### config.mk
export PLATFORM = sky130hd
export DESIGN_NAME = vid_timing_out_flat
export DESIGN_NICKNAME = d
export VERILOG_FILES = /design/src/rtl/vid_timing_out_if.sv /design/src/rtl/vid_timing_out.sv /design/src/flat_wrapper.sv
export SDC_FILE = /design/constraint.sdc
export NUM_CORES = 1
export LEC_CHECK = 0
export CAP_MARGIN = 20
export CORE_UTILIZATION = 56
export DETAILED_ROUTE_END_ITERATION = 8
export PLACE_DENSITY = 0.88
export SYNTH_ARGS = -nofsm -noshare
export SYNTH_HDL_FRONTEND = slang
export SYNTH_SLANG_ARGS = --single-unit
### constraint.sdc
create_clock -name clk -period 8.21 [get_ports clk]
set_input_delay 1.642 -clock clk [delete_from_list [all_inputs] [get_ports clk]]
set_output_delay 1.642 -clock clk [all_outputs]
set_load 0.03 [all_outputs]
### src/rtl/vid_timing_out_if.sv
// Pixel FIFO read port seen by the video timing generator.
//
// Handshake: pix_in is the show-ahead head of the R/G/B FIFOs and is valid
// whenever fifo_empty is low. fifo_rd is the pop strobe. An entry is consumed
// at the rising clock edge where fifo_rd is high. fifo_rd is only raised while
// fifo_empty is low, so a pop never targets an empty FIFO.
interface vid_timing_out_if;
  logic        fifo_empty;
  logic [23:0] pix_in;
  logic        fifo_rd;

  // Timing generator side: it decides when to pop.
  modport master (
    input  fifo_empty,
    input  pix_in,
    output fifo_rd
  );

  // FIFO side: it supplies data and status.
  modport slave (
    output fifo_empty,
    output pix_in,
    input  fifo_rd
  );
endinterface

### src/rtl/vid_timing_out.sv
// Video timing generator and pixel output stage.
// It walks an (h,v) raster at one position per pixel tick and produces
// registered sync and blank signals for the next position. On displayed
// positions it pops one entry from the R/G/B FIFOs. The timing fields are
// shadowed, so a reprogramming only takes effect at a frame boundary.
module vid_timing_out #(
  parameter int CNT_W = 13,
  parameter int DIV_W = 6
) (
  input  logic             clk,
  input  logic             reset,
  input  logic             en,
  input  logic [DIV_W-1:0] pcnt,
  input  logic [CNT_W-1:0] hend,
  input  logic [CNT_W-1:0] hsize,
  input  logic [CNT_W-1:0] hsync_start,
  input  logic [CNT_W-1:0] hsync_end,
  input  logic [CNT_W-1:0] vend,
  input  logic [CNT_W-1:0] vsize,
  input  logic [CNT_W-1:0] vsync_start,
  input  logic [CNT_W-1:0] vsync_end,
  vid_timing_out_if.master fifo,
  output logic             hsync,
  output logic             hblank,
  output logic             vsync,
  output logic             vblank,
  output logic [7:0]       R,
  output logic [7:0]       G,
  output logic [7:0]       B,
  output logic             line_start,
  output logic             frame_start,
  output logic             underflow,
  output logic             dbg_state
);

  typedef enum logic {
    S_IDLE = 1'b0,
    S_RUN  = 1'b1
  } state_t;

  state_t state_q, state_d;

  logic [DIV_W-1:0] div_q;
  logic [CNT_W-1:0] h_q, v_q;

  logic [DIV_W-1:0] pcnt_sh_q;
  logic [CNT_W-1:0] hend_sh_q, hsize_sh_q, hss_sh_q, hse_sh_q;
  logic [CNT_W-1:0] vend_sh_q, vsize_sh_q, vss_sh_q, vse_sh_q;

  logic             hsync_q, hblank_q, vsync_q, vblank_q;
  logic [23:0]      rgb_q;
  logic             line_start_q, frame_start_q, underflow_q;

  logic             run, tick, line_wrap, frame_wrap, disp;
  logic [CNT_W-1:0] h_last, v_last, h_next, v_next;
  logic [CNT_W-1:0] hsize_e, hss_e, hse_e, vsize_e, vss_e, vse_e;

  // Next-state logic: leave IDLE only with a usable (nonzero) geometry.
  always_comb begin
    state_d = state_q;
    case (state_q)
      S_IDLE:  if (en && (hend != '0) && (vend != '0)) state_d = S_RUN;
      S_RUN:   if (!en) state_d = S_IDLE;
      default: state_d = S_IDLE;
    endcase
  end

  // Raster position arithmetic and the pixel pop decision.
  always_comb begin
    run        = (state_q == S_RUN);
    tick       = run && en && (div_q == pcnt_sh_q);
    h_last     = (hend_sh_q == '0) ? '0 : hend_sh_q - CNT_W'(1);
    v_last     = (vend_sh_q == '0) ? '0 : vend_sh_q - CNT_W'(1);
    line_wrap  = (h_q == h_last);
    frame_wrap = line_wrap && (v_q == v_last);
    h_next     = line_wrap ? '0 : h_q + CNT_W'(1);
    v_next     = line_wrap ? ((v_q == v_last) ? '0 : v_q + CNT_W'(1)) : v_q;
    // On the tick that lands on (0,0) the shadows reload at the same edge,
    // so the first position of the new frame is judged with the new fields.
    hsize_e    = frame_wrap ? hsize       : hsize_sh_q;
    hss_e      = frame_wrap ? hsync_start : hss_sh_q;
    hse_e      = frame_wrap ? hsync_end   : hse_sh_q;
    vsize_e    = frame_wrap ? vsize       : vsize_sh_q;
    vss_e      = frame_wrap ? vsync_start : vss_sh_q;
    vse_e      = frame_wrap ? vsync_end   : vse_sh_q;
    disp       = tick && (h_next < hsize_e) && (v_next < vsize_e);
    fifo.fifo_rd = disp && !fifo.fifo_empty;
  end

  // FSM state register.
  always_ff @(posedge clk or posedge reset) begin
    if (reset) state_q <= S_IDLE;
    else       state_q <= state_d;
  end

  // Pixel divider and raster position; IDLE parks on the last position.
  always_ff @(posedge clk or posedge reset) begin
    if (reset) begin
      div_q <= '0;
      h_q   <= '0;
      v_q   <= '0;
    end else if (!run) begin
      div_q <= '0;
      h_q   <= (hend == '0) ? '0 : hend - CNT_W'(1);
      v_q   <= (vend == '0) ? '0 : vend - CNT_W'(1);
    end else if (tick) begin
      div_q <= '0;
      h_q   <= h_next;
      v_q   <= v_next;
    end else begin
      div_q <= div_q + DIV_W'(1);
    end
  end

  // Shadow copies of the programmed fields, refreshed in IDLE and at (0,0).
  always_ff @(posedge clk or posedge reset) begin
    if (reset) begin
      pcnt_sh_q  <= '0;
      hend_sh_q  <= '0;
      hsize_sh_q <= '0;
      hss_sh_q   <= '0;
      hse_sh_q   <= '0;
      vend_sh_q  <= '0;
      vsize_sh_q <= '0;
      vss_sh_q   <= '0;
      vse_sh_q   <= '0;
    end else if (!run || (tick && frame_wrap)) begin
      pcnt_sh_q  <= pcnt;
      hend_sh_q  <= hend;
      hsize_sh_q <= hsize;
      hss_sh_q   <= hsync_start;
      hse_sh_q   <= hsync_end;
      vend_sh_q  <= vend;
      vsize_sh_q <= vsize;
      vss_sh_q   <= vsync_start;
      vse_sh_q   <= vsync_end;
    end
  end

  // Registered timing and pixel outputs, updated for the next position.
  always_ff @(posedge clk or posedge reset) begin
    if (reset) begin
      hsync_q       <= 1'b0;
      hblank_q      <= 1'b1;
      vsync_q       <= 1'b0;
      vblank_q      <= 1'b1;
      rgb_q         <= '0;
      line_start_q  <= 1'b0;
      frame_start_q <= 1'b0;
    end else if (state_d == S_IDLE) begin
      hsync_q       <= 1'b0;
      hblank_q      <= 1'b1;
      vsync_q       <= 1'b0;
      vblank_q      <= 1'b1;
      rgb_q         <= '0;
      line_start_q  <= 1'b0;
      frame_start_q <= 1'b0;
    end else if (tick) begin
      hblank_q      <= (h_next >= hsize_e);
      vblank_q      <= (v_next >= vsize_e);
      hsync_q       <= (h_next >= hss_e) && (h_next < hse_e);
      vsync_q       <= (v_next >= vss_e) && (v_next < vse_e);
      rgb_q         <= fifo.fifo_rd ? fifo.pix_in : 24'h0;
      line_start_q  <= (h_next == '0);
      frame_start_q <= (h_next == '0) && (v_next == '0);
    end else begin
      line_start_q  <= 1'b0;
      frame_start_q <= 1'b0;
    end
  end

  // Sticky underflow, cleared when a new run starts.
  always_ff @(posedge clk or posedge reset) begin
    if (reset)                                    underflow_q <= 1'b0;
    else if (!run && (state_d == S_RUN))          underflow_q <= 1'b0;
    else if (disp && fifo.fifo_empty)             underflow_q <= 1'b1;
  end

  assign hsync       = hsync_q;
  assign hblank      = hblank_q;
  assign vsync       = vsync_q;
  assign vblank      = vblank_q;
  assign R           = rgb_q[23:16];
  assign G           = rgb_q[15:8];
  assign B           = rgb_q[7:0];
  assign line_start  = line_start_q;
  assign frame_start = frame_start_q;
  assign underflow   = underflow_q;
  assign dbg_state   = state_q;

endmodule

### src/flat_wrapper.sv
// flat-port wrapper written by rule: the top's interface ports become plain ports
module vid_timing_out_flat 
#(
  parameter int CNT_W = 13,
  parameter int DIV_W = 6
)
  (clk, reset, en, pcnt, hend, hsize, hsync_start, hsync_end, vend, vsize, vsync_start, vsync_end, hsync, hblank, vsync, vblank, R, G, B, line_start, frame_start, underflow, dbg_state, fifo_fifo_empty, fifo_pix_in, fifo_fifo_rd);
  vid_timing_out_if fifo_i ();
  input  logic clk;
  input  logic reset;
  input  logic en;
  input  logic [DIV_W-1:0] pcnt;
  input  logic [CNT_W-1:0] hend;
  input  logic [CNT_W-1:0] hsize;
  input  logic [CNT_W-1:0] hsync_start;
  input  logic [CNT_W-1:0] hsync_end;
  input  logic [CNT_W-1:0] vend;
  input  logic [CNT_W-1:0] vsize;
  input  logic [CNT_W-1:0] vsync_start;
  input  logic [CNT_W-1:0] vsync_end;
  output logic hsync;
  output logic hblank;
  output logic vsync;
  output logic vblank;
  output logic [7:0] R;
  output logic [7:0] G;
  output logic [7:0] B;
  output logic line_start;
  output logic frame_start;
  output logic underflow;
  output logic dbg_state;
  input wire logic [$bits(fifo_i.fifo_empty)-1:0] fifo_fifo_empty;
  input wire logic [$bits(fifo_i.pix_in)-1:0] fifo_pix_in;
  output wire logic [$bits(fifo_i.fifo_rd)-1:0] fifo_fifo_rd;
  assign fifo_i.fifo_empty = fifo_fifo_empty;
  assign fifo_i.pix_in = fifo_pix_in;
  assign fifo_fifo_rd = fifo_i.fifo_rd;
  vid_timing_out #(.CNT_W(CNT_W), .DIV_W(DIV_W)) u_core (.clk(clk), .reset(reset), .en(en), .pcnt(pcnt), .hend(hend), .hsize(hsize), .hsync_start(hsync_start), .hsync_end(hsync_end), .vend(vend), .vsize(vsize), .vsync_start(vsync_start), .vsync_end(vsync_end), .fifo(fifo_i), .hsync(hsync), .hblank(hblank), .vsync(vsync), .vblank(vblank), .R(R), .G(G), .B(B), .line_start(line_start), .frame_start(frame_start), .underflow(underflow), .dbg_state(dbg_state));
endmodule
### Word-level counts from Yosys, hierarchy flattened

Index checks and enable logic that the tools add are counted.

* bits in registers: 174
* latch bits: 0
* bits in writable memories: 0
* memory bits (read-only): 0
* input bits: 138
* output and inout port bits: 33
* word-level logic and storage cells: 107
* memories kept: 0

* add/subtract/negate cells: 7
* multiply operators: 0
* div/mod/pow operators: 0
* magnitude comparators: 8
* equality and inequality tests: 5
* shift-type cells: 0
* multiplexer cells: 39
* bitwise operators: 1
* reductions and logical operators: 26

Operators by type and width (count)
* $mux W13: 17
* $logic_not A13 Y1: 6
* $mux W24: 3
* $ge A13 B13 Y1: 4
* $lt A13 B13 Y1: 4
* $sub A13 B1 Y13 const B: 4
* $add A13 B1 Y13 const B: 2
* $eq A13 B13 Y1: 2
* $reduce_bool A13 Y1: 2
* $mux W1: 16
* $logic_and A1 B1 Y1: 14
* $mux W6: 2
* $add A6 B1 Y6 const B: 1
* $eq A6 B6 Y1: 1
* $ne A2 B2 Y1 const B: 2
* $logic_not A1 Y1: 2
* $pmux W1 S2: 1
* $reduce_bool A2 Y1: 1
* $logic_or A1 B1 Y1: 1
* $not A1 Y1: 1

### Depth between registers and ports, before layout

Gate-level depths: netlist of run 1.

* depth after elaboration: 12
* gate-level depth with buffers: 27
* depth with buffers taken out: 23

### Least setup slack after synthesis of run 1

No wires, ideal clock.

* kind: register to output
* start: register u_core.vend_sh_q[0]
* end: output fifo_fifo_rd
* arrival time: 5.940 ns
* data required time: 6.568 ns
* slack: 0.628 ns
* cell stages (with the launch flop): 27
* path buffers: 3
* cells stage by stage: dfrtp_1 -> inv_1 -> ha_1 -> clkbuf_1 -> nor3b_1 -> nand4_1 -> a211o_1 -> a22oi_1 -> and3_1 -> o2111a_2 -> inv_2 -> nor3_2 -> buf_2 -> buf_2 -> mux2i_1 -> ha_1 -> nor2b_1 -> o21a_1 -> o21a_1 -> o21a_1 -> o21ai_0 -> nand2b_1 -> a21oi_1 -> o21ai_0 -> a31oi_1 -> nand2_1 -> nor4_1

* longest elaborated chain between the ends: 9
* elaborated cells on any way between the ends: 14
* those cells by class: add/sub: 1; order compare: 2; eq/ne: 1; mux: 5; reduce/logical: 5

RTL lines
* start, declared: line vid_timing_out.sv:48 `logic [CNT_W-1:0] vend_sh_q, vsize_sh_q, vss_sh_q, vse_sh_q;`
* start signal, assigned: line vid_timing_out.sv:133 `vend_sh_q <= vend;`
* $sub A13 B1 Y13 / $logic_not A13 Y1 (equally long branches): line vid_timing_out.sv:73 `v_last = (vend_sh_q == '0) ? '0 : vend_sh_q - CNT_W'(1);`
* $mux W13 (*): line vid_timing_out.sv:73
* $eq A13 B13 Y1 (*): line vid_timing_out.sv:75, vid_timing_out.sv:77
* $logic_and A1 B1 Y1: line vid_timing_out.sv:75 `frame_wrap = line_wrap && (v_q == v_last);`
* $mux W13: line vid_timing_out.sv:80 `hsize_e = frame_wrap ? hsize : hsize_sh_q;`
* $lt A13 B13 Y1: line vid_timing_out.sv:86 `disp = tick && (h_next < hsize_e) && (v_next < vsize_e);`
* $logic_and A1 B1 Y1: line vid_timing_out.sv:86
* $logic_and A1 B1 Y1 (*): line vid_timing_out.sv:86
* $logic_and A1 B1 Y1 (*): line vid_timing_out.sv:87 `fifo.fifo_rd = disp && !fifo.fifo_empty;`
* end, declared: line flat_wrapper.sv:34 `output wire logic [$bits(fifo_i.fifo_rd)-1:0] fifo_fifo_rd;`

Mark *: on every way between the ends. The rest lies on a longest branch, timed or not.

### Final worst setup path of run 1

* start: register u_core.hend_sh_q[0]
* end: output fifo_fifo_rd

* longest elaborated chain between the ends: 9
* elaborated cells on any way between the ends: 14
* those cells by class: add/sub: 1; order compare: 2; eq/ne: 1; mux: 5; reduce/logical: 5

RTL lines
* start, declared: line vid_timing_out.sv:47 `logic [CNT_W-1:0] hend_sh_q, hsize_sh_q, hss_sh_q, hse_sh_q;`
* start signal, assigned: line vid_timing_out.sv:129 `hend_sh_q <= hend;`
* $sub A13 B1 Y13 / $logic_not A13 Y1 (equally long branches): line vid_timing_out.sv:72 `h_last = (hend_sh_q == '0) ? '0 : hend_sh_q - CNT_W'(1);`
* $mux W13 (*): line vid_timing_out.sv:72
* $eq A13 B13 Y1 (*): line vid_timing_out.sv:74 `line_wrap = (h_q == h_last);`
* $logic_and A1 B1 Y1: line vid_timing_out.sv:75
* $mux W13: line vid_timing_out.sv:80
* $lt A13 B13 Y1: line vid_timing_out.sv:86
* $logic_and A1 B1 Y1: line vid_timing_out.sv:86
* $logic_and A1 B1 Y1 (*): line vid_timing_out.sv:86
* $logic_and A1 B1 Y1 (*): line vid_timing_out.sv:87

Marked as above.

==> run metrics, run 1 <==
largest family of logic cells by synthesized area simple AND/OR/NAND/NOR gates; routed via count 10,500; met2 Use GR 50.8%; Yosys warnings 0; gr ovfl total 0; GRT Max-Usage Layer met2; cts bufs inserted 17; Hold Path Class flop to flop; Synth top cells by count dfrtp_1 (172), nand2_1 (110), mux2_1 (96), ha_1 (83), mux2i_1 (81); initial antenna violation count 0; DRT Wirelength 34,200 um; top-count cell post-synth dfrtp_1; Static Leak between 0.006 and 0.007 uW; root buffer cell clkbuf_16; mux contribution to synthesized area roughly 17%; status finished clean; Syn-to-layout area delta 21.4%; Startpoint Class flop; cells on worst reg2reg path 26; 1st-iter DRT viols 934; sequential-to-total area share from yosys stat 36.0%; FF+latch count, synth 174; pin count of the biggest net entering global routing 78; std cell rows 53; pwr dens 173 mW/mm2; Routed Antenna Nets 0; RSZ-0062 raised after global routing false; crit end category output pin; Layout fillers 1,508; FF-to-FF setup slack 1.93 ns; Hold Vio Cnt, Final 0; hpwl dp 25,000 um; Mapped Cells 1,238; number of clock sinks approximately 170; RR Endpoint u_core.vsync$_DFFE_PP0P_; critical path class flop to output pin; Place WS 0.745 ns; Post-Synth Adder-Cell Area ~8.6%; Synth Net Count about 1,500; number of synthesized flops with an enable pin 0; post-route clock skew about 0.012 ns; slack of the critical path roughly 0.36 ns; slew margin rel. 38.7%; Total Routing Usage GR 31.9%; # setup viols final 0; Syn Std Cell Area approximately 0.012 mm2; Die Span Y 149 um; DRC viols 0; fin nets 1,602; first-pass GRT wire length 55,200 um; Final Max Tran Viols 0; starting density of the core 57.3%; Max Cap Viol 0; vias per cell 6.31; period utilisation layout a little over nine tenths; min Tclk post-route between 7 and 8 ns; peak supply drop 0.160 mV; xor/xnor cell area share of the yosys netlist approximately 4.4%; # port buffers 170; Yosys cell types 77; asr flop ratio synth 100%; worst r2r src u_core.vend_sh_q[0]$_DFFE_PP0P_; drt first pass iters 5; met1 usage 42.0%; core area 0.0211 mm2; CP required 6.57 ns; io pins 171; layout cells sized above 1 7.32%; clock buffer depth 2; Die W 149 um; full die area 0.0222 mm2; M3 GR Usage 5.57%; Synth top area share around 36%; Compound-Gate Fraction of Synth Area roughly an eighth; setup TNS 0 ns; highest clock rate 127 MHz; vias in the first global route about 11,000; clk_lat worst skew 0.44 ns; Avg WL per Cell 20.5 um; antenna cells 0; CTS tree yes; Mapped Avg Cell Area between 9 and 10 um2; Crit path arrival time 6.20 ns; post-synthesis simple-gate area fraction 18.5%; CP Max Fanout 7; H-Tree Level Count 4; worst setup path startpoint u_core.hend_sh_q[0]$_DFFE_PP0P_; main flop type after synthesis dfrtp_1; area leader, netlist dfrtp_1; Clk pin slew, worst setup/hold paths 0.07 ns; worst-margin pin slew 0.919 ns; Placer Congestion 0.936; crit path capture fifo_fifo_rd; synth top area cells dfrtp_1 (36%), mux2_1 (8.9%), ha_1 (8.6%)
## layer usage
layer,vias to the layer above,wire length [um],share of wire [%]
met1,5090,14500,42
met2,482,16000,47
met5,-,0,0
met4,0,1370,4.0
li1,4860,-,-
met3,107,2350,6.9
## how the worst min path moves through the flow
stage | startpoint | to | cells after the start
6_report | u_core.rgb_q[12]$_DFFE_PP0P_ | u_core.rgb_q[12]$_DFFE_PP0P_ | 2
5_1_grt | u_core.rgb_q[2]$_DFFE_PP0P_ | u_core.rgb_q[2]$_DFFE_PP0P_ | 2
4_1_cts | u_core.rgb_q[20]$_DFFE_PP0P_ | u_core.rgb_q[20]$_DFFE_PP0P_ | 2
3_5_place_dp | u_core.rgb_q[11]$_DFFE_PP0P_ | u_core.rgb_q[11]$_DFFE_PP0P_ | 2
3_3_place_gp | u_core.rgb_q[23]$_DFFE_PP0P_ | u_core.rgb_q[23]$_DFFE_PP0P_ | 2
2_1_floorplan | u_core.hsize_sh_q[0]$_DFFE_PP0P_ | u_core.hsize_sh_q[0]$_DFFE_PP0P_ | 1
## cell type report
cell class / count / area (um2) / area share [%]
multi-input cells: 971 / 7370 / 50.2
flip-flops and latches: 174 / 4360 / 29.7
repair buffers: 197 / 1920 / 13.1
clock buffers: 18 / 429 / 2.92
well taps: 275 / 344 / 2.34
clock inverters: 14 / 181 / 1.24
inverters: 20 / 80.1 / 0.545
## registers in the layout, indices dropped and copies added (netlist names), 6 cells and up
register	count
u_core.rgb_q	24
u_core.h_q	13
u_core.hend_sh_q	13
u_core.hse_sh_q	13
u_core.hsize_sh_q	13
u_core.hss_sh_q	13
u_core.v_q	13
u_core.vend_sh_q	13
u_core.vse_sh_q	13
u_core.vsize_sh_q	13
u_core.vss_sh_q	13
u_core.div_q	6
u_core.pcnt_sh_q	6
## cell usage in the layout (no fill, tap or decap), drive strengths merged, types with 11 or more instances in the layout
cell type,n
ha,83
xnor2,35
nor3,27
a21oi,36
dfrtp,172
nand3,49
and3,36
mux2i,81
or4,17
o21a,19
clkbuf,18
xor2,20
nor4,20
buf,28
a31oi,11
o31ai,13
nor2b,19
a22o,12
o21ai,57
nor2,68
nand2b,18
mux2,110
nand4,16
clkdlybuf4s50,169
inv,26
a21o,15
nand2,110
## per-stage QoR
| step | std cells | utilization (%) | hold slack [ns] | cell area (um2) | power, uW |
|---|---|---|---|---|---|
| after floorplan | 1238 | - | 0.454 | 12100 | 1440 |
| after global placement | 1633 | 66.5 | 0.448 | 14000 | 1640 |
| after detailed placement | 1635 | 66.6 | 0.456 | 14000 | 1670 |
| after CTS | 1667 | 69.5 | 0.473 | 14700 | 2530 |
| after global routing | 1669 | 69.6 | 0.496 | 14700 | 2650 |
| final | 1669 | 69.6 | 0.467 | 14700 | 2540 |
## kinds of logic after synthesis
logic type               count (synthesis)
AO/OA/AOI/OAI                          219
multiplexers                           191
adder cells (fa/ha/maj)                 83
XOR/XNOR                                57
flip-flops                             174
buffers and inverters                   93
AND/OR/NAND/NOR                        421
## report_power, final
group / internal [uW] / switching (uW)
clock network: 463 / 385
registers: 928 / 97.3
logic: 313 / 349
## critical path: stages, from the launching register on
cell,delay (ns)
dfrtp_1,0.43
inv_1,0.12
ha_1,0.21
or3b_1,0.53
nor4_1,0.34
mux2i_1,0.27
xnor2_1,0.10
nand4bb_1,0.22
or4_1,0.65
a22oi_1,0.33
inv_1,0.15
ha_1,0.34
nor2b_1,0.14
o21a_1,0.16
o21a_1,0.17
o21a_1,0.17
o21a_1,0.17
o21a_1,0.19
o21a_1,0.18
o21a_1,0.18
o21ai_0,0.16
a21oi_1,0.09
nor4_1,0.25
buf_4,0.21
## repair_timing
| action | 4_1_cts | 5_1_grt |
|---|---|---|
| hold buffers | 0 | 0 |
| setup buffers | 0 | 2 |
| resized for setup | 0 | 2 |
| setup endpoints to repair | 0 | 1 |
Power figures use the tool's default switching activity.
==> inputs of run 2 (changes only) <==
--- a/config.mk
+++ b/config.mk
@@ -6,8 +6,10 @@
 export NUM_CORES = 1
 export LEC_CHECK = 0
 export CAP_MARGIN = 20
+export CORE_MARGIN = 2
 export CORE_UTILIZATION = 56
 export DETAILED_ROUTE_END_ITERATION = 8
+export HOLD_SLACK_MARGIN = 0.03
 export PLACE_DENSITY = 0.88
 export SYNTH_ARGS = -nofsm -noshare
 export SYNTH_HDL_FRONTEND = slang
==> run 2 against run 1 <==
Compared with the run above: flip-flop and latch count unchanged; via count rose by 1.1%; combinational power barely moved; first-iteration DRC count down 6.0%; cell count rose by 0.18%; sequential share of layout area about the same; critical endpoint unchanged.
==> run metrics, run 2 (synthesis results as in run 1) <==
Syn-to-layout area delta 21.5%; status finished clean; switching share of power ~34%; fin nets between 1,500 and 2,000; Die Span Y 151 um; Max stage delay on crit path 0.45 ns; min Tclk post-route a little under 8 ns; root buffer cell clkbuf_16; full die area between 0.02 and 0.025 mm2; Power Internal approximately 1700 uW; cells on worst reg2reg path 25; period utilisation layout between 90% and 100%; Total Routing Usage GR 30.3%; CP Max Fanout 13; # port buffers 170; cts bufs inserted 17; Avg WL per Cell 20.4 um; H-Tree Level Count 4; Reg with most FFs u_core.rgb_q; layout cells sized above 1 7.52%; initial antenna violation count 0; Final Max Tran Viols 0; Startpoint Class flop; gr ovfl total 0; worst r2r src u_core.vend_sh_q[0]$_DFFE_PP0P_; std cell rows 53; vias per cell 6.37; WHS Endpoint u_core.rgb_q[3]$_DFFE_PP0P_; DRC viols 0; Crit path arrival time 6.21 ns; 1st-iter DRT viols 878; core area 0.0211 mm2; Seq pwr share 41.2%; NetSw 836 uW; Comb power frac between 20% and 30%; Hold Vio Cnt, Final 0; Hold Path Class flop to flop; clk_lat worst skew 0.43 ns; io pins 171; CP required approximately 6.6 ns; crit end category output pin; highest clock rate about 130 MHz; hold path cells 2; pwr dens 170 mW/mm2; starting density of the core 57.3%; Die W around 150 um; clock group share of total power 32.4%; slew margin rel. 43.1%; Crit path top cell by count o21a_1; # setup viols final 0; hpwl dp 25,100 um; clock buffer depth 2; Routed Antenna Nets 0; drt first pass iters 6; CTS tree yes; Max Cap Viol 0; FF-to-FF setup slack 2.37 ns; peak supply drop 0.132 mV; Layout fillers ~1,600; post-route clock skew 0.0113 ns; Hold Startpoint u_core.rgb_q[3]$_DFFE_PP0P_; antenna cells 0; worst-margin pin slew 0.853 ns; most frequent cells in the layout dfrtp_1 (172), clkdlybuf4s50_1 (169), nand2_1 (109); pin count of the biggest net entering global routing 92; leading cell type in the layout, fill and taps excluded dfrtp_1; hold_ws approximately 0.47 ns; Static Leak 0.00612 uW; DRT Wirelength 34,100 um; first-pass GRT wire length 54,400 um; vias in the first global route 10,500; Slowest-stage cell, CP dfrtp_1; max reg flops 24; RR Endpoint u_core.hsync$_DFFE_PP0P_; Util after Layout a little over two thirds; Clk pin slew, worst setup/hold paths ~0.070 ns; routed via count 10,700; Placer Congestion 0.958; number of clock sinks 174; critical path class flop to output pin
==> run 2: layer usage <==
| layer | track usage [%] | vias to the layer above | part of all wire, % |
|---|---|---|---|
| met2 | 50.1 | 511 | 48 |
| li1 | - | 4869 | - |
| met1 | 40.4 | 5191 | 41 |
| met5 | 0 | - | 0 |
| met4 | 10.7 | 0 | 2.9 |
| met3 | 5.03 | 81 | 8.0 |
==> run 2: power by group through the flow <==
stage | combinational, uW | sequential (uW) | clock [uW]
4_1_cts | 650 | 1020 | 816
2_1_floorplan | 456 | 983 | 0
3_5_place_dp | 635 | 1040 | 0
6_report | 660 | 1030 | 806
5_1_grt | 724 | 1040 | 858
3_3_place_gp | 610 | 1030 | 0
==> run 2: final cells by class <==
cell class	instances	area, um2	share of cell area [%]
Multi-Input combinational cell	971	7370	50.1
Sequential cell	174	4360	29.7
Timing Repair Buffer	200	1960	13.4
Clock buffer	18	439	2.99
Tap cell	275	344	2.34
Clock inverter	14	140	0.954
Inverter	20	80.1	0.545
==> run 2: worst max-delay path by stage <==
stage / depth (start not counted) / slack (ns) / endpoint / startpoint
after floorplan: 26 / 0.63 / fifo_fifo_rd / u_core.vend_sh_q[0]$_DFFE_PP0P_
after global placement: 25 / 1.03 / fifo_fifo_rd / u_core.vend_sh_q[0]$_DFFE_PP0P_
after detailed placement: 25 / 0.83 / fifo_fifo_rd / u_core.vend_sh_q[0]$_DFFE_PP0P_
after CTS: 25 / 0.35 / fifo_fifo_rd / u_core.vend_sh_q[0]$_DFFE_PP0P_
after global routing: 25 / -0.07 / fifo_fifo_rd / u_core.vend_sh_q[0]$_DFFE_PP0P_
final: 25 / 0.36 / fifo_fifo_rd / u_core.vend_sh_q[0]$_DFFE_PP0P_
==> run 2: metrics by stage <==
step	area [um2]	power [uW]	setup TNS [ns]	setup slack [ns]	std cells
2_1_floorplan	12100	1440	0	0.628	1238
3_3_place_gp	14000	1640	0	1.03	1635
3_5_place_dp	14100	1670	0	0.830	1637
4_1_cts	14700	2490	0	0.346	1669
5_1_grt	14700	2620	-0.0728	-0.0728	1672
6_report	14700	2490	0	0.356	1672
==> run 2: critical path: cells and delay by family (launching register included) <==
family          cells  cell delay, ns
compound gates     10            2.19
simple gates        8            1.53
buf+inv             4            0.76
fa+ha+maj           2            0.58
flops               1            0.45
mux                 1            0.26
==> run 2: what timing repair did <==
| action | 4_1_cts | 5_1_grt |
|---|---|---|
| endpoints found under the setup margin | 0 | 1 |
| setup buffers | 0 | 2 |
| resized for setup | 0 | 1 |
| hold buffers | 0 | 0 |
==> inputs of run 3 (changes only) <==
--- a/config.mk
+++ b/config.mk
@@ -5,12 +5,13 @@
 export SDC_FILE = /design/constraint.sdc
 export NUM_CORES = 1
 export LEC_CHECK = 0
+export ABC_AREA = 1
 export CAP_MARGIN = 20
 export CORE_MARGIN = 2
-export CORE_UTILIZATION = 56
+export CORE_UTILIZATION = 50
 export DETAILED_ROUTE_END_ITERATION = 8
 export HOLD_SLACK_MARGIN = 0.03
-export PLACE_DENSITY = 0.88
+export PLACE_DENSITY = 0.8
 export SYNTH_ARGS = -nofsm -noshare
 export SYNTH_HDL_FRONTEND = slang
 export SYNTH_SLANG_ARGS = --single-unit
==> run 3 against run 2 <==
Compared with the run above: global-route usage down 3.0 points; first-iteration DRC count up 12%; wire length up 1.2%; design area down 0.97%; cell count up 31%; critical endpoint unchanged; clock skew up 0.00076 ns.
==> run metrics, run 3 <==
status finished clean; hpwl dp 25,900 um; Placer Congestion 0.929; layout cells sized above 1 4.02%; clk_lat worst skew 0.44 ns; clock buffer depth 2; hold path cells 2; cts bufs inserted 17; Seq pwr share 36.2%; sequential-to-total area share from yosys stat 36.2%; post-route clock skew between 0.01 and 0.015 ns; period utilisation layout about nine tenths; io pins approximately 170; drt first pass iters 6; initial antenna violation count 1; RSZ-0062 raised after global routing false; root buffer cell clkbuf_16; Hold Path Class flop to flop; area leader, netlist dfrtp_1; pin count of the biggest net entering global routing 91; main flop type after synthesis dfrtp_1; top-count cell post-synth nand2_1; cells on worst reg2reg path 27; Reg with most FFs u_core.rgb_q; FF-to-FF setup slack 2.39 ns; worst r2r src u_core.hend_sh_q[0]$_DFFE_PP0P_; most frequent cells in the layout nand2_1 (407), inv_1 (244), o21ai_0 (204); std cell rows 56; core area around 0.024 mm2; starting density of the core ~50%; H-Tree Level Count 4; DRC viols 0; Synth top cells by count nand2_1 (408), inv_1 (245), o21ai_0 (204), dfrtp_1 (172), nor2_1 (164); Synth top area share 35.8%; full die area 0.0253 mm2; FF+latch count, synth ~170; gr ovfl total 0; first-pass GRT wire length between 50,000 and 60,000 um; Hold Vio Cnt, Final 0; # resized after CTS 0; NetSw 1160 uW; Power Internal approximately 1800 uW; DRT Wirelength 34,600 um; Clk pin slew, worst setup/hold paths ~0.070 ns; Crit path arrival time 5.79 ns; Yosys cell types just under 50; # setup viols final 0; asr flop ratio synth 100%; vias per cell ~5.4; Register Area 0.00436 mm2; routed via count between 10,000 and 15,000; Die Span Y around 160 um; Max Cap Viol 0; Startpoint Class flop; antenna cells 0; Final Max Tran Viols 0; WHS Endpoint u_core.vsize_sh_q[11]$_DFFE_PP0P_; Avg WL per Cell 15.8 um; clock group share of total power 28.3%; Syn Std Cell Area ~0.012 mm2; Multi-input gate area approximately 0.0065 mm2; Post-CTS Hold Buffers 0; Synth Net Count 1,936; worst-margin pin slew ~1.1 ns; CP Max Fanout 25; number of clock sinks 174; Total Routing Usage GR 27.3%; RR Endpoint u_core.rgb_q[15]$_DFFE_PP0P_; max reg flops 24; Cell Area, Placed 0.0139 mm2; crit end category output pin; switching share of power between 30% and 40%; Layout fillers between 2,000 and 2,500; CP required 6.57 ns; critical path class flop to output pin; Mapped Avg Cell Area 7.01 um2; 1st-iter DRT viols 982; min Tclk post-route around 7.4 ns; Hold Startpoint u_core.vsize_sh_q[11]$_DFFE_PP0P_; peak supply drop 0.106 mV; Static Leak 0.00720 uW; Comb power frac 35.4%; fin nets 2,075; Syn-to-layout area delta 21.0%; setup TNS 0 ns; final instance area 0.0145 mm2; vias in the first global route 11,200; Routed Antenna Nets 0; Post-CTS Setup Inserts 0; highest clock rate between 100 and 150 MHz; Yosys warnings 0; Die W 159 um; # port buffers between 150 and 200; Mapped Cells 1,715; pwr dens 204 mW/mm2; CTS tree yes; slew margin rel. 28.4%; leading cell type in the layout, fill and taps excluded nand2_1; synth top area cells dfrtp_1 (36%), nand2_1 (13%), ha_1 (8.6%); number of synthesized flops with an enable pin 0
[run 3: final cells by class]
| cell class | instances | area share (%) |
|---|---|---|
| Clock inverter | 14 | 1.20 |
| Clock buffer | 18 | 2.95 |
| Timing Repair Buffer | 181 | 12.3 |
| Inverter | 252 | 6.54 |
| Tap cell | 319 | 2.74 |
| Sequential cell | 174 | 29.9 |
| Multi-Input combinational cell | 1228 | 44.4 |
[run 3: how the worst max path moves through the flow]
stage                                       endpoint                       startpoint  slack [ns]  depth (start not counted)
after CTS                               fifo_fifo_rd  u_core.vend_sh_q[0]$_DFFE_PP0P_        0.65                         25
final                                   fifo_fifo_rd  u_core.hend_sh_q[0]$_DFFE_PP0P_        0.78                         27
after floorplan           u_core.dbg_state$_DFF_PP0_                            reset        1.85                          1
after detailed placement                fifo_fifo_rd  u_core.vend_sh_q[0]$_DFFE_PP0P_        1.16                         26
after global placement                  fifo_fifo_rd  u_core.vend_sh_q[0]$_DFFE_PP0P_        1.37                         26
after global routing                    fifo_fifo_rd  u_core.hend_sh_q[0]$_DFFE_PP0P_        0.22                         27
[run 3: power by group through the flow]
stage          Clock, uW  Sequential (uW)  Combinational (uW)
5_1_grt              884             1090                1210
3_3_place_gp           0             1080                 990
3_5_place_dp           0             1090                1030
4_1_cts              849             1070                1040
2_1_floorplan          0             1060                 730
6_report             841             1080                1050
[run 3: cell families after synthesis]
family	after synthesis	synth area share, %
fa+ha+maj	83	8.64
compound gates	365	16.2
buf+inv	314	10.4
xor+xnor	30	2.19
flops	174	36.2
simple gates	749	26.4
[run 3: metal layers]
layer / global-route usage (%) / up-vias / share of wire [%] / wire length, um
met3: 8.62 / 65 / 9.6 / 3320
met5: 0 / - / 0.038 / 13
met1: 36.9 / 5479 / 44 / 15400
met2: 42.4 / 450 / 43 / 15000
li1: - / 5853 / - / -
met4: 7.73 / 2 / 2.5 / 863
[run 3: through the flow]
stage                     cells  hold WS, ns  setup slack (ns)  util, %  total power, uW
after floorplan            1715        0.448              1.85        -             1790
after global placement     2153        0.462              1.37     59.2             2070
after detailed placement   2153        0.468              1.16     59.2             2110
after CTS                  2185        0.486             0.653     61.8             2960
after global routing       2186        0.512             0.221     61.8             3180
final                      2186        0.486             0.780     61.8             2970
[run 3: worst max-delay path: stages (launching register included)]
cell and delay (ns):
dfrtp_1 0.39, inv_1 0.16, ha_1 0.28, nand2_2 0.13, nor2_4 0.16, nand2_4 0.17, nand2_1 0.10, nand2_1 0.05
nand2_1 0.05, nand2_1 0.05, nor2_1 0.22, nand3_1 0.10, nor2_1 0.11, buf_4 0.28, nand2_2 0.37, nand3_1 0.27
inv_1 0.13, ha_1 0.30, nand2_1 0.08, o21ai_0 0.08, nand2_1 0.07, a211oi_1 0.07, o21ai_0 0.16, nand2_1 0.08
a21boi_0 0.44, nand3_1 0.22, nor2_1 0.14, clkdlybuf4s50_1 0.68
